**config.mk**
```make
export PLATFORM = sky130hd
export DESIGN_NAME = sort_ctrl_flat
export DESIGN_NICKNAME = d
export VERILOG_FILES = /design/src/rtl/sort_ctrl_if.sv /design/src/rtl/sort_ctrl.sv /design/src/flat_wrapper.sv
export SDC_FILE = /design/constraint.sdc
export NUM_CORES = 1
export LEC_CHECK = 0
export ABC_CLOCK_PERIOD_IN_PS = 2110
export CORE_MARGIN = 5
export CORE_UTILIZATION = 40
export CTS_CLUSTER_DIAMETER = 60
export DETAILED_ROUTE_END_ITERATION = 8
export PLACE_DENSITY = 0.84
export SLEW_MARGIN = 20
export SYNTH_ARGS = -nofsm -noshare
export SYNTH_HDL_FRONTEND = slang
export SYNTH_SLANG_ARGS = --single-unit
```
**constraint.sdc**
```tcl
create_clock -name clk -period 2.11 [get_ports clk]
set_input_delay 0.211 -clock clk [delete_from_list [all_inputs] [get_ports clk]]
set_output_delay 0.211 -clock clk [all_outputs]
set_load 0.005 [all_outputs]
```
**src/rtl/sort_ctrl_if.sv**
```systemverilog
// Valid/ready packet stream carrying one word per beat with start/end-of-packet markers.
interface sort_ctrl_if #(
   parameter int DWIDTH = 10
);
   logic [DWIDTH-1:0] data;
   logic              startofpacket;
   logic              endofpacket;
   logic              valid;
   logic              ready;

   modport master (output data, startofpacket, endofpacket, valid, input ready);
   modport slave  (input data, startofpacket, endofpacket, valid, output ready);
endinterface

```
**src/rtl/sort_ctrl.sv**
```systemverilog
// Sequencer for the in-RAM bubble sorter: loads a packet into RAM, lets the sorter
// own the RAM until done, then streams the sorted words out through a skid buffer.
//
// state  | meaning
// IDLE   | waiting for an sop beat; non-sop beats are dropped
// LOAD   | writing packet words to RAM via port A
// SORT   | sorter owns both RAM ports; sort_start held high
// UNLOAD | reading words 0..len-1 via port A and streaming them out
module sort_ctrl #(
   parameter int DWIDTH  = 10,
   parameter int ADDR_SZ = 10
) (
   input  logic               clk,
   input  logic               srst,
   sort_ctrl_if.slave         snk,
   sort_ctrl_if.master        src,
   output logic               sort_start,
   output logic [ADDR_SZ-1:0] sort_len,
   input  logic               sort_done,
   input  logic [ADDR_SZ-1:0] sort_address_a,
   input  logic [ADDR_SZ-1:0] sort_address_b,
   input  logic [DWIDTH-1:0]  sort_data_a,
   input  logic [DWIDTH-1:0]  sort_data_b,
   input  logic               sort_wren_a,
   input  logic               sort_wren_b,
   output logic [ADDR_SZ-1:0] ram_address_a,
   output logic [ADDR_SZ-1:0] ram_address_b,
   output logic [DWIDTH-1:0]  ram_data_a,
   output logic [DWIDTH-1:0]  ram_data_b,
   output logic               ram_wren_a,
   output logic               ram_wren_b,
   input  logic [DWIDTH-1:0]  ram_q_a,
   input  logic [DWIDTH-1:0]  ram_q_b
);

   typedef enum logic [1:0] {IDLE, LOAD, SORT, UNLOAD} state_t;

   state_t             state, state_nxt;
   logic [ADDR_SZ-1:0] wr_cnt, len, rd_addr;
   logic [ADDR_SZ-1:0] wr_addr, wr_nxt, last_addr;
   logic               wr_en, load_end, rd_done, issue, pop;
   logic               pend, pend_sop, pend_eop;
   logic               out_valid, out_sop, out_eop;
   logic               skid_valid, skid_sop, skid_eop;
   logic [DWIDTH-1:0]  out_data, skid_data;
   logic [1:0]         occ;

   always_comb begin
      wr_addr   = (state == IDLE || snk.startofpacket) ? '0 : wr_cnt;
      wr_en     = snk.valid && snk.ready && (state == LOAD || snk.startofpacket);
      wr_nxt    = wr_addr + ADDR_SZ'(1);
      load_end  = wr_en && (snk.endofpacket || (&wr_addr));
      last_addr = len - ADDR_SZ'(1);
      pop       = out_valid && src.ready;
      // Only fetch when the word will have a slot to land in next cycle.
      occ       = 2'(out_valid) + 2'(skid_valid) + 2'(pend) - 2'(pop);
      issue     = (state == UNLOAD) && !rd_done && (occ <= 2'd1);

      state_nxt = state;
      case (state)
         IDLE, LOAD: begin
            if (load_end)
               state_nxt = (wr_nxt == ADDR_SZ'(1)) ? UNLOAD : SORT;
            else if (wr_en)
               state_nxt = LOAD;
         end
         SORT:    if (sort_done) state_nxt = UNLOAD;
         UNLOAD:  if (pop && out_eop) state_nxt = IDLE;
         default: state_nxt = IDLE;
      endcase

      snk.ready     = (state == IDLE) || (state == LOAD);
      sort_start    = (state == SORT) && !srst;
      sort_len      = len;
      ram_address_a = '0;
      ram_address_b = '0;
      ram_data_a    = '0;
      ram_data_b    = '0;
      ram_wren_a    = 1'b0;
      ram_wren_b    = 1'b0;
      case (state)
         IDLE, LOAD: begin
            ram_address_a = wr_addr;
            ram_data_a    = snk.data;
            ram_wren_a    = wr_en;
         end
         SORT: begin
            ram_address_a = sort_address_a;
            ram_address_b = sort_address_b;
            ram_data_a    = sort_data_a;
            ram_data_b    = sort_data_b;
            ram_wren_a    = sort_wren_a;
            ram_wren_b    = sort_wren_b;
         end
         UNLOAD:  ram_address_a = rd_addr;
         default: ;
      endcase

      src.data          = out_data;
      src.startofpacket = out_sop;
      src.endofpacket   = out_eop;
      src.valid         = out_valid;
   end

   always_ff @(posedge clk) begin
      if (srst) state <= IDLE;
      else      state <= state_nxt;
   end

   always_ff @(posedge clk) begin
      if (srst) begin
         wr_cnt     <= '0;
         len        <= '0;
         rd_addr    <= '0;
         rd_done    <= 1'b0;
         pend       <= 1'b0;
         pend_sop   <= 1'b0;
         pend_eop   <= 1'b0;
         out_valid  <= 1'b0;
         out_sop    <= 1'b0;
         out_eop    <= 1'b0;
         out_data   <= '0;
         skid_valid <= 1'b0;
         skid_sop   <= 1'b0;
         skid_eop   <= 1'b0;
         skid_data  <= '0;
      end else begin
         if (wr_en) begin
            wr_cnt <= wr_nxt;
            if (load_end) len <= wr_nxt;
         end
         if (state != UNLOAD) begin
            rd_addr    <= '0;
            rd_done    <= 1'b0;
            pend       <= 1'b0;
            out_valid  <= 1'b0;
            out_sop    <= 1'b0;
            out_eop    <= 1'b0;
            skid_valid <= 1'b0;
         end else begin
            pend     <= issue;
            pend_sop <= (rd_addr == '0);
            pend_eop <= (rd_addr == last_addr);
            if (issue) begin
               rd_addr <= rd_addr + ADDR_SZ'(1);
               if (rd_addr == last_addr) rd_done <= 1'b1;
            end
            if (pop || !out_valid) begin
               if (skid_valid) begin
                  out_valid  <= 1'b1;
                  out_data   <= skid_data;
                  out_sop    <= skid_sop;
                  out_eop    <= skid_eop;
                  skid_valid <= pend;
                  skid_data  <= ram_q_a;
                  skid_sop   <= pend_sop;
                  skid_eop   <= pend_eop;
               end else begin
                  out_valid <= pend;
                  out_data  <= ram_q_a;
                  out_sop   <= pend_sop;
                  out_eop   <= pend_eop;
               end
            end else if (pend) begin
               skid_valid <= 1'b1;
               skid_data  <= ram_q_a;
               skid_sop   <= pend_sop;
               skid_eop   <= pend_eop;
            end
         end
      end
   end

endmodule

```
**src/flat_wrapper.sv**
```systemverilog
// flat-port wrapper written by rule: the top's interface ports become plain ports
module sort_ctrl_flat 
#(
   parameter int DWIDTH  = 10,
   parameter int ADDR_SZ = 10
)
  (clk, srst, sort_start, sort_len, sort_done, sort_address_a, sort_address_b, sort_data_a, sort_data_b, sort_wren_a, sort_wren_b, ram_address_a, ram_address_b, ram_data_a, ram_data_b, ram_wren_a, ram_wren_b, ram_q_a, ram_q_b, snk_data, snk_startofpacket, snk_endofpacket, snk_valid, snk_ready, src_data, src_startofpacket, src_endofpacket, src_valid, src_ready);
  sort_ctrl_if #(.DWIDTH(DWIDTH)) snk_i ();
  sort_ctrl_if #(.DWIDTH(DWIDTH)) src_i ();
  input  logic clk;
  input  logic srst;
  output logic sort_start;
  output logic [ADDR_SZ-1:0] sort_len;
  input  logic sort_done;
  input  logic [ADDR_SZ-1:0] sort_address_a;
  input  logic [ADDR_SZ-1:0] sort_address_b;
  input  logic [DWIDTH-1:0] sort_data_a;
  input  logic [DWIDTH-1:0] sort_data_b;
  input  logic sort_wren_a;
  input  logic sort_wren_b;
  output logic [ADDR_SZ-1:0] ram_address_a;
  output logic [ADDR_SZ-1:0] ram_address_b;
  output logic [DWIDTH-1:0] ram_data_a;
  output logic [DWIDTH-1:0] ram_data_b;
  output logic ram_wren_a;
  output logic ram_wren_b;
  input  logic [DWIDTH-1:0] ram_q_a;
  input  logic [DWIDTH-1:0] ram_q_b;
  input wire logic [$bits(snk_i.data)-1:0] snk_data;
  input wire logic [$bits(snk_i.startofpacket)-1:0] snk_startofpacket;
  input wire logic [$bits(snk_i.endofpacket)-1:0] snk_endofpacket;
  input wire logic [$bits(snk_i.valid)-1:0] snk_valid;
  output wire logic [$bits(snk_i.ready)-1:0] snk_ready;
  output wire logic [$bits(src_i.data)-1:0] src_data;
  output wire logic [$bits(src_i.startofpacket)-1:0] src_startofpacket;
  output wire logic [$bits(src_i.endofpacket)-1:0] src_endofpacket;
  output wire logic [$bits(src_i.valid)-1:0] src_valid;
  input wire logic [$bits(src_i.ready)-1:0] src_ready;
  assign snk_i.data = snk_data;
  assign snk_i.startofpacket = snk_startofpacket;
  assign snk_i.endofpacket = snk_endofpacket;
  assign snk_i.valid = snk_valid;
  assign snk_ready = snk_i.ready;
  assign src_data = src_i.data;
  assign src_startofpacket = src_i.startofpacket;
  assign src_endofpacket = src_i.endofpacket;
  assign src_valid = src_i.valid;
  assign src_i.ready = src_ready;
  sort_ctrl #(.DWIDTH(DWIDTH), .ADDR_SZ(ADDR_SZ)) u_core (.clk(clk), .srst(srst), .snk(snk_i), .src(src_i), .sort_start(sort_start), .sort_len(sort_len), .sort_done(sort_done), .sort_address_a(sort_address_a), .sort_address_b(sort_address_b), .sort_data_a(sort_data_a), .sort_data_b(sort_data_b), .sort_wren_a(sort_wren_a), .sort_wren_b(sort_wren_b), .ram_address_a(ram_address_a), .ram_address_b(ram_address_b), .ram_data_a(ram_data_a), .ram_data_b(ram_data_b), .ram_wren_a(ram_wren_a), .ram_wren_b(ram_wren_b), .ram_q_a(ram_q_a), .ram_q_b(ram_q_b));
endmodule
```
* Yosys cells after proc, flatten, opt, wreduce, memory -nomap -nowiden
Cells that the tools add are included.
** Word-level totals
- Logic and storage cells :: 90
- Output and inout bits :: 67
- Register bits after elaboration :: 62
** Operators by class
- Reductions and logical operators :: 27
- Bitwise logic cells :: 1
- $add $sub $neg :: 6
- Magnitude comparators :: 1
- Equality and inequality tests :: 10
- Multiplexer cells :: 29
** Operator list (count)
- 2-to-1 mux 10 bit :: 7
- case mux 10 bit (3 select lines) :: 1
- adder 10 x 1 -> 10 bit (second input constant) :: 2
- case mux 10 bit (2 select lines) :: 1
- 2-to-1 mux 1 bit :: 14
- equality test 10 x 1 -> 1 bit (second input constant) :: 1
- equality test 10 bit :: 1
- logical NOT 10 bit :: 1
- AND reduction 10 bit :: 1
- subtractor 10 x 1 -> 10 bit (second input constant) :: 1
- logical AND 1 bit :: 8
- 2-to-1 mux 2 bit :: 4
- != test 2 bit (second input constant) :: 3
- case mux 2 bit (3 select lines) :: 1
- AND reduction 2 bit :: 3
- AND reduction 3 bit :: 2
- logical OR 1 bit :: 5
- equality test 2 bit (second input constant) :: 2
- OR reduction 2 bit :: 2
- logical NOT 1 bit :: 3
- != test 3 x 1 -> 1 bit (second input constant) :: 1
- adder 1 x 1 -> 2 bit :: 1
- adder 2 x 1 -> 2 bit :: 1
- equality test 2 x 1 -> 1 bit (second input constant) :: 1
- other kinds (7) :: 7

* Depth between registers and ports, before layout
Gate-level depths: netlist of run 1.
- Word-level depth :: 8
- Mapped depth :: 9
- Gate-level depth less buffers :: 9

* Least setup slack after synthesis of run 1
Ideal clock, no wire load.
- Path type :: register to register
- Start point :: reg u_core.out_valid (netlist: u_core.src.valid)
- End point :: reg u_core.rd_addr[8]
- Arrival :: 2.019 ns
- Slack :: -0.025 ns
- Library setup time :: 0.116 ns
- Cell stages (with the launch flop) :: 10
- Cells stage by stage :: dfxtp_1 > and2_1 > ha_1 > inv_1 > ha_1 > a21oi_1 > xnor2_2 > and4bb_2 > a31oi_1 > a41o_1
** Between the ends
- Longest elaborated chain between the ends :: 5
- Elaborated cells on any way between the ends :: 6
- Classes of those cells :: add/sub (3); order compare (1); reduce/logical (2)
** Ends and longest elaborated chain
- from (decl) :: line sort_ctrl.sv:43 : logic out_valid, out_sop, out_eop;
- from (signal assigned) :: line sort_ctrl.sv:159 : out_valid <= pend;
- adder 1 x 1 -> 2 bit :: line sort_ctrl.sv:56 : occ = 2'(out_valid) + 2'(skid_valid) + 2'(pend) - 2'(pop);
- adder 2 x 1 -> 2 bit :: line sort_ctrl.sv:56
- subtractor 2 x 1 -> 2 bit * :: line sort_ctrl.sv:56
- <= comparator 2 x 1 -> 1 bit * :: line sort_ctrl.sv:57 : issue = (state == UNLOAD) && !rd_done && (occ <= 2'd1);
- logical AND 1 bit * :: line sort_ctrl.sv:57
- to (signal assigned) :: line sort_ctrl.sv:145 : rd_addr <= rd_addr + ADDR_SZ'(1);
- to (decl) :: line sort_ctrl.sv:39 : logic [ADDR_SZ-1:0] wr_cnt, len, rd_addr;
Mark *: on every way between the ends. The rest lies on a longest branch, timed or not.
A chain may end at the register's enable or synchronous reset.

* Final worst setup path of run 1
- Start point :: reg u_core.state[0]
- End point :: out ram_address_a[7]
** Between the ends
- Longest elaborated chain between the ends :: 4
- Elaborated cells on any way between the ends :: 8
- Classes of those cells :: eq/ne (3); mux (2); reduce/logical (3)
** Ends and longest elaborated chain
- from (decl) :: line sort_ctrl.sv:38 : state_t state, state_nxt;
- from (signal assigned) :: line sort_ctrl.sv:107 : else state <= state_nxt;
- logical NOT 2 bit :: line sort_ctrl.sv:49, sort_ctrl.sv:81
- logical OR 1 bit :: line sort_ctrl.sv:49 : wr_addr = (state == IDLE || snk.startofpacket) ? '0 : wr_cnt;
- 2-to-1 mux 10 bit :: line sort_ctrl.sv:49
- case mux 10 bit (3 select lines) * :: line sort_ctrl.sv:81 : case (state)
- to (decl) :: line flat_wrapper.sv:21 : output logic [ADDR_SZ-1:0] ram_address_a;
Marks and branches as above.

==> results.yml, run 1 <==
job:
  cap_viol_max_count: 0
layout:
  seq_area_um2: 1250
  fin_nets: 686
  fillerInstances: 746
  fin_util_pct: 63.2
  drive_gt1_share_pct: 13.5
  syn2layout_area_growth_pct: 52.4
  final_area_um2: 5570
  n_antenna_cell: 0
  multi_input_area_um2: 2320
worst_hold_path:
  holdCritStartpoint: "srst"
  whs_path_depth: 2
  hp-class: "in -> reg"
setup_path:
  reg2reg_from: "u_core.src.valid"
  critical_path.startpoint_type: "flop"
  cp.required_ns: 1.90
  critPathArrivalTime_ns: 1.84
  critPathLaunch: "u_core.state[0]"
  cp_max_fo: 9
  cp-end-kind: "primary output"
  crit_type: "reg -> out"
  r2r_cells: 9
clocking:
  cts_buffers: 9
  tritoncts: "built"
  clock_sinks: 62
  clock-root-buffer: "clkbuf_8"
  clkLatencyLatePin_ns: 0.35
  clkTransAtPathRegs_ns: 0.07
  holdBufCountCts: 0
  cts.htree.levels: 3
  cts_buffer_depth: 2
logic_synthesis:
  ys_seq_area_share_pct: 34.0
  ys_types: 54
  synth_adder_area_share_pct: 1.71
  synthArstFlopShare_pct: 0
  synthCells: 453
  synth_area_um2: 3650
  synth_common_cells: "62 x dfxtp_1, 60 x nor2_1, 37 x mux2i_1"
  ys_warn_count: 0
  synth-simple-area-share_pct: 25.5
  yosys_most_used_dff: "dfxtp_1"
  synth_area_leader_cell: "dfxtp_1"
  synthTopCellsByArea: "dfxtp_1 34%, mux2i_1 10%, nor2_1 6.2%"
  muxShareOfSynthArea_pct: 10.1
  synth-edff-count: 0
  syn_nets: 537
  synth_top_area_share_pct: 34.0
  synth_xor_area_share_pct: 6.44
  ys_ff_latch: 62
  synth_most_common_cell: "dfxtp_1"
  synth_compound_area_share_pct: 17.3
  synth.avg_cell_area_um2: 8.07
  synth_top_family_by_area: "simple AND/OR/NAND/NOR gates"
global_routing:
  grt_usage_pct: 22.2
  grt_pass1_wl_um: 19800
  grt_overflow: 0
  antenna_found_initial: 0
  first_global_vias: 3885
  grt_max_degree: 33
sta:
  final-max-slew-violation-count: 0
  finalClockSkew_ns: 0.00764
  hold_slack_ns: 0.346
  hold_viol: 0
  tightest_slew_ns: 0.563
  fmax_mhz: 487
  period_share_pct: 97.3
  relSlewSlack_pct: 62.5
  min_period_ns: 2.05
  setup_violations: 0
  setup_tns_ns: 0
power_and_ir_drop:
  finalPower_mw: 2.64
  share_comb_of_total_power_pct: 20.5
  p_clk_share_pct: 34.0
  powerDensity_nw_per_um2: 475
  swShare_pct: 25.8
  vdd.ir_drop.worst_v: 0.000502
  intPower_mw: 1.96
  p_sw_mw: 0.682
  power_frac_seq_pct: 45.4
  p_leak_nw: 2.06
routing:
  wl_um: 12300
  routedWlPerCell_um: 17.2
  post-route-drc-count: 0
  dr.pass1.iters: 5
  vias: 3899
  postRouteAntennaNets: 0
  vias_per_cell: 5.45
  drtIter0Drc: 164
die:
  start_util_pct: 41.5
  die_area_um2: 11100
  row_count: 34
  die_w_um: 106
  design.core.area_um2: 8810
  die_y_um: 106
  pin_count: 146
placed_design:
  place_hpwl_um: 9460
  io_buffer_count: 135
  gp_congestion: 0.912
  place_area_um2: 5270
status:
  status: "finished clean"
## final cells by class
class | instances | area share (%)
sequential | 62 | 22.4
multi-input combinational | 346 | 41.7
inverter | 9 | 0.607
tap | 108 | 2.43
timing repair buffer | 174 | 29.9
clock buffer | 12 | 2.61
clock inverter | 4 | 0.404
## sequential cells by signal, summed over array words and instances, names as in the netlist, 2 cells and up
name and count:
u_core.rd_addr 10, u_core.skid_data 10, u_core.sort_len 10, u_core.src.data 10, u_core.state 2, u_core.wr_cnt 10
## power groups by stage
stage          registers [mW]  logic (mW)  clock network [mW]
2_1_floorplan            1.22       0.198                   0
3_3_place_gp             1.22       0.503                   0
3_5_place_dp             1.23       0.513                   0
4_1_cts                  1.20       0.525               0.922
5_1_grt                  1.20       0.584               0.982
6_report                 1.20       0.543               0.900
## repair_timing
action / in CTS / in global routing
pin swaps: 3 / 6
gates resized for setup: 12 / 16
setup buffers: 0 / 4
setup endpoints to repair: 44 / 51
## path summary, 6_finish.rpt
path | end | slack [ns]
max | ram_address_a[7] | 0.06
min | u_core.wr_cnt[4] | 0.35
max reg2reg | u_core.rd_addr[8] | 0.09
min reg2reg | u_core.rd_done | 0.45
## per-stage QoR
step                      setup slack [ns]  instances
after floorplan                     0.0189        453
final                               0.0574        715
after detailed placement            -0.383        695
after global placement              -0.326        695
after CTS                         -0.00510        711
after global routing               -0.0214        715
## cell usage in the layout, fill, tap and decap left out, types with 3 or more instances in the layout
cell type,n
o21ai_0,18
xnor2_1,16
nand4_1,6
ha_1,3
nand3_1,6
a21oi_1,29
and3_1,3
a22o_1,11
nor3b_1,3
inv_1,7
nor2_1,59
clkdlybuf4s50_1,130
a31oi_1,3
a31o_2,4
dfxtp_1,59
mux2i_1,35
a211oi_1,13
clkinv_2,3
nor3_1,9
and2_1,20
or3_1,11
xor2_1,9
nand2_1,34
buf_6,3
clkbuf_8,10
buf_4,35
nor4_1,8
## logic make-up (layout without fill, tap and decap cells)
group                      count (synthesis)  count (layout)
AOI/OAI and AO/OA                         96              96
xor gates and xnor gates                  26              26
adders and majority gates                  5               5
buffers and inverters                     45             199
DFF                                       62              62
muxes                                     37              37
and+or+nand+nor                          182             182
## metal layers
metal  global-route usage, %  up-vias  share of wire, %
met2                    37.7      139                51
met3                    4.58       24               5.4
met4                    7.68        0               1.9
li1                        -     1901                 -
met5                       0        -                 0
met1                    28.0     1835                41
## critical path: stages (launching register included)
cell	delay, ns
dfxtp_2	0.36
buf_6	0.16
mux2i_4	0.25
nor2_1	0.06
a31o_2	0.22
clkdlybuf4s50_1	0.45
(Power assumes the default switching activity.)
==> inputs of run 2 (changes only) <==
--- a/config.mk
+++ b/config.mk
@@ -5,12 +5,15 @@
 export SDC_FILE = /design/constraint.sdc
 export NUM_CORES = 1
 export LEC_CHECK = 0
-export ABC_CLOCK_PERIOD_IN_PS = 2110
+export ABC_CLOCK_PERIOD_IN_PS = 2100
+export CAP_MARGIN = 20
+export CELL_PAD_IN_SITES_DETAIL_PLACEMENT = 0
+export CELL_PAD_IN_SITES_GLOBAL_PLACEMENT = 2
 export CORE_MARGIN = 5
-export CORE_UTILIZATION = 40
+export CORE_UTILIZATION = 24
 export CTS_CLUSTER_DIAMETER = 60
 export DETAILED_ROUTE_END_ITERATION = 8
-export PLACE_DENSITY = 0.84
+export PLACE_DENSITY = 0.87
 export SLEW_MARGIN = 20
 export SYNTH_ARGS = -nofsm -noshare
 export SYNTH_HDL_FRONTEND = slang
==> constraint.sdc (replaced) <==
create_clock -name clk -period 2.1 [get_ports clk]
set_input_delay 0.21 -clock clk [delete_from_list [all_inputs] [get_ports clk]]
set_output_delay 0.21 -clock clk [all_outputs]
set_load 0.005 [all_outputs]
==> run 2 against run 1 <==
Compared with the run above: combinational power rose by 0.7%; first-iteration DRC count rose by 50%; count of clock-buffer cells in the layout did not move; critical endpoint is now ram_address_a[6].
==> results.yml, run 2 (synthesis gave the netlist of run 1 again) <==
clocking:
  clock-root-buffer: "clkbuf_16"
  cts.htree.levels: 3
  holdBufCountCts: 0
  clkTransAtPathRegs_ns: 0.05
  clkLatencyLatePin_ns: 0.32
  clock_sinks: 62
  cts_buffers: 9
  cts_buffer_depth: 2
  tritoncts: "built"
routing:
  vias_per_cell: 4.82
  wl_met1_um: 5870
  post-route-drc-count: 0
  routedWlPerCell_um: 16.7
  top_layer_used: "met4"
  route.met3.wl_um: 465
  dr_wl_met2_um: 6840
  drtIter0Drc: 246
  dr.pass1.iters: 4
  vias: 3863
  wl_um: 13400
  postRouteAntennaNets: 0
global_routing:
  grt_overflow: 0
  antenna_found_initial: 0
  grt_max_degree: 33
  first_global_vias: 3911
  grt_pass1_wl_um: 21400
  grt_usage_pct: 14.8
setup_path:
  cp-end-kind: "primary output"
  slowest_delay_ns: 0.46
  cp.required_ns: 1.89
  critical_path.startpoint_type: "flop"
  crit_type: "reg -> out"
  cp_max_fo: 7
  path_buf_inv: 2
  worstPathCellList: "buf_6 -> mux2i_2 -> nor2_1 -> a31o_2 -> clkdlybuf4s50_1"
  critPathArrivalTime_ns: 1.83
  crit_family: "buffers and inverters"
  slowest_stage: "clkdlybuf4s50_1"
layout:
  fillerInstances: 1527
  drive_gt1_share_pct: 14.3
  final_common_cell: "clkdlybuf4s50_1"
  n_antenna_cell: 0
  final_cell_mix: "101 x clkdlybuf4s50_1, 59 x dfxtp_1, 58 x nor2_1"
  fin_util_pct: 39.1
  fin_nets: 693
  syn2layout_area_growth_pct: 61.3
  seq_area_um2: 1240
  multi_input_area_um2: 2310
die:
  start_util_pct: 24.2
  die_w_um: 133
  design.core.area_um2: 15100
  die_y_um: 133
  die_area_um2: 17800
  pin_count: 146
  row_count: 45
sta:
  setup_violations: 0
  tightest_slew_ns: 0.456
  final-max-slew-violation-count: 0
  period_share_pct: 97.3
  hold_slack_ns: 0.394
  finalClockSkew_ns: 0.00852
  setup_tns_ns: 0
  hold_viol: 0
  rsz0062_at_grt: "true"
  min_period_ns: 2.04
  relSlewSlack_pct: 69.6
  fmax_mhz: 489
placed_design:
  gp_congestion: 0.825
  io_buffer_count: 135
  place_hpwl_um: 10300
power_and_ir_drop:
  vdd.ir_drop.worst_v: 0.000458
  p_leak_nw: 2.58
  powerDensity_nw_per_um2: 529
worst_hold_path:
  hp-class: "in -> reg"
job:
  cap_viol_max_count: 0
status:
  status: "finished clean"
==> run 2: cell types whose count changed in the layout (fill, tap and decap cells not counted), sizes merged <==
cell and delta:
inv -1, clkbuf +1, buf +6, clkinv -1, clkdlybuf4s50 -29, dlygate4sd2 +2, clkinvlp +2, dlymetal6s2s +27
==> run 2: final cells by class <==
type	instances	area share, %
repair buffers	181	30.4
inverters	9	0.637
multi-input cells	346	39.1
flip-flops and latches	62	21.1
well taps	188	3.99
clock inverters	4	0.552
clock buffers	12	4.18
==> run 2: report_power, final <==
group          switching [mW]  leakage [nW]  internal [mW]
clock network           0.530         0.129          0.835
logic                   0.224          1.95          0.323
registers              0.0149         0.502           1.19
total                   0.770          2.58           2.35
==> run 2: timing repair <==
item / in CTS / in global routing
gates cloned: 0 / 1
setup endpoints to repair: 45 / 34
setup buffers: 4 / 1
pin swaps: 6 / 4
gates resized for setup: 16 / 36
==> run 2: metal layers <==
metal	up-vias	GRT usage, %
li1	1917	-
met1	1859	19.0
met2	74	25.6
met3	13	2.64
met4	0	3.77
met5	-	0
==> run 2: per-stage QoR <==
step	cell area [um2]	worst slack [ns]	power [mW]	instances
after floorplan	3660	0.00893	1.43	453
after global placement	5400	-0.373	1.76	780
after detailed placement	5400	-0.365	1.76	780
after CTS	5760	-0.00603	3.15	800
after global routing	5900	-0.0241	3.26	802
final	5900	0.0563	3.12	802
==> run 2: final timing paths <==
check	cells after the start	startpoint	endpoint	slack, ns
max	5	u_core.state[0]	ram_address_a[6]	0.06
min	4	src_ready	u_core.skid_valid	0.39
max reg2reg	9	u_core.src.valid	u_core.rd_addr[8]	0.07
min reg2reg	2	u_core.rd_done	u_core.rd_done	0.46
==> run 2: worst reg2reg max path, stage by stage (launching register included) <==
cell and delay (ns):
dfxtp_2 0.32, and2_4 0.14, ha_4 0.26, inv_2 0.04, ha_4 0.23, a21oi_4 0.17
xnor2_4 0.11, and4bb_2 0.36, a31oi_1 0.09, a41o_1 0.20
==> inputs of run 3 (changes only) <==
--- a/config.mk
+++ b/config.mk
@@ -13,6 +13,7 @@
 export CORE_UTILIZATION = 24
 export CTS_CLUSTER_DIAMETER = 60
 export DETAILED_ROUTE_END_ITERATION = 8
+export GPL_ROUTABILITY_DRIVEN = 0
 export PLACE_DENSITY = 0.87
 export SLEW_MARGIN = 20
 export SYNTH_ARGS = -nofsm -noshare
==> results of run 3 <==
The final DEF is identical to that of run 2; final timing and power are the same.
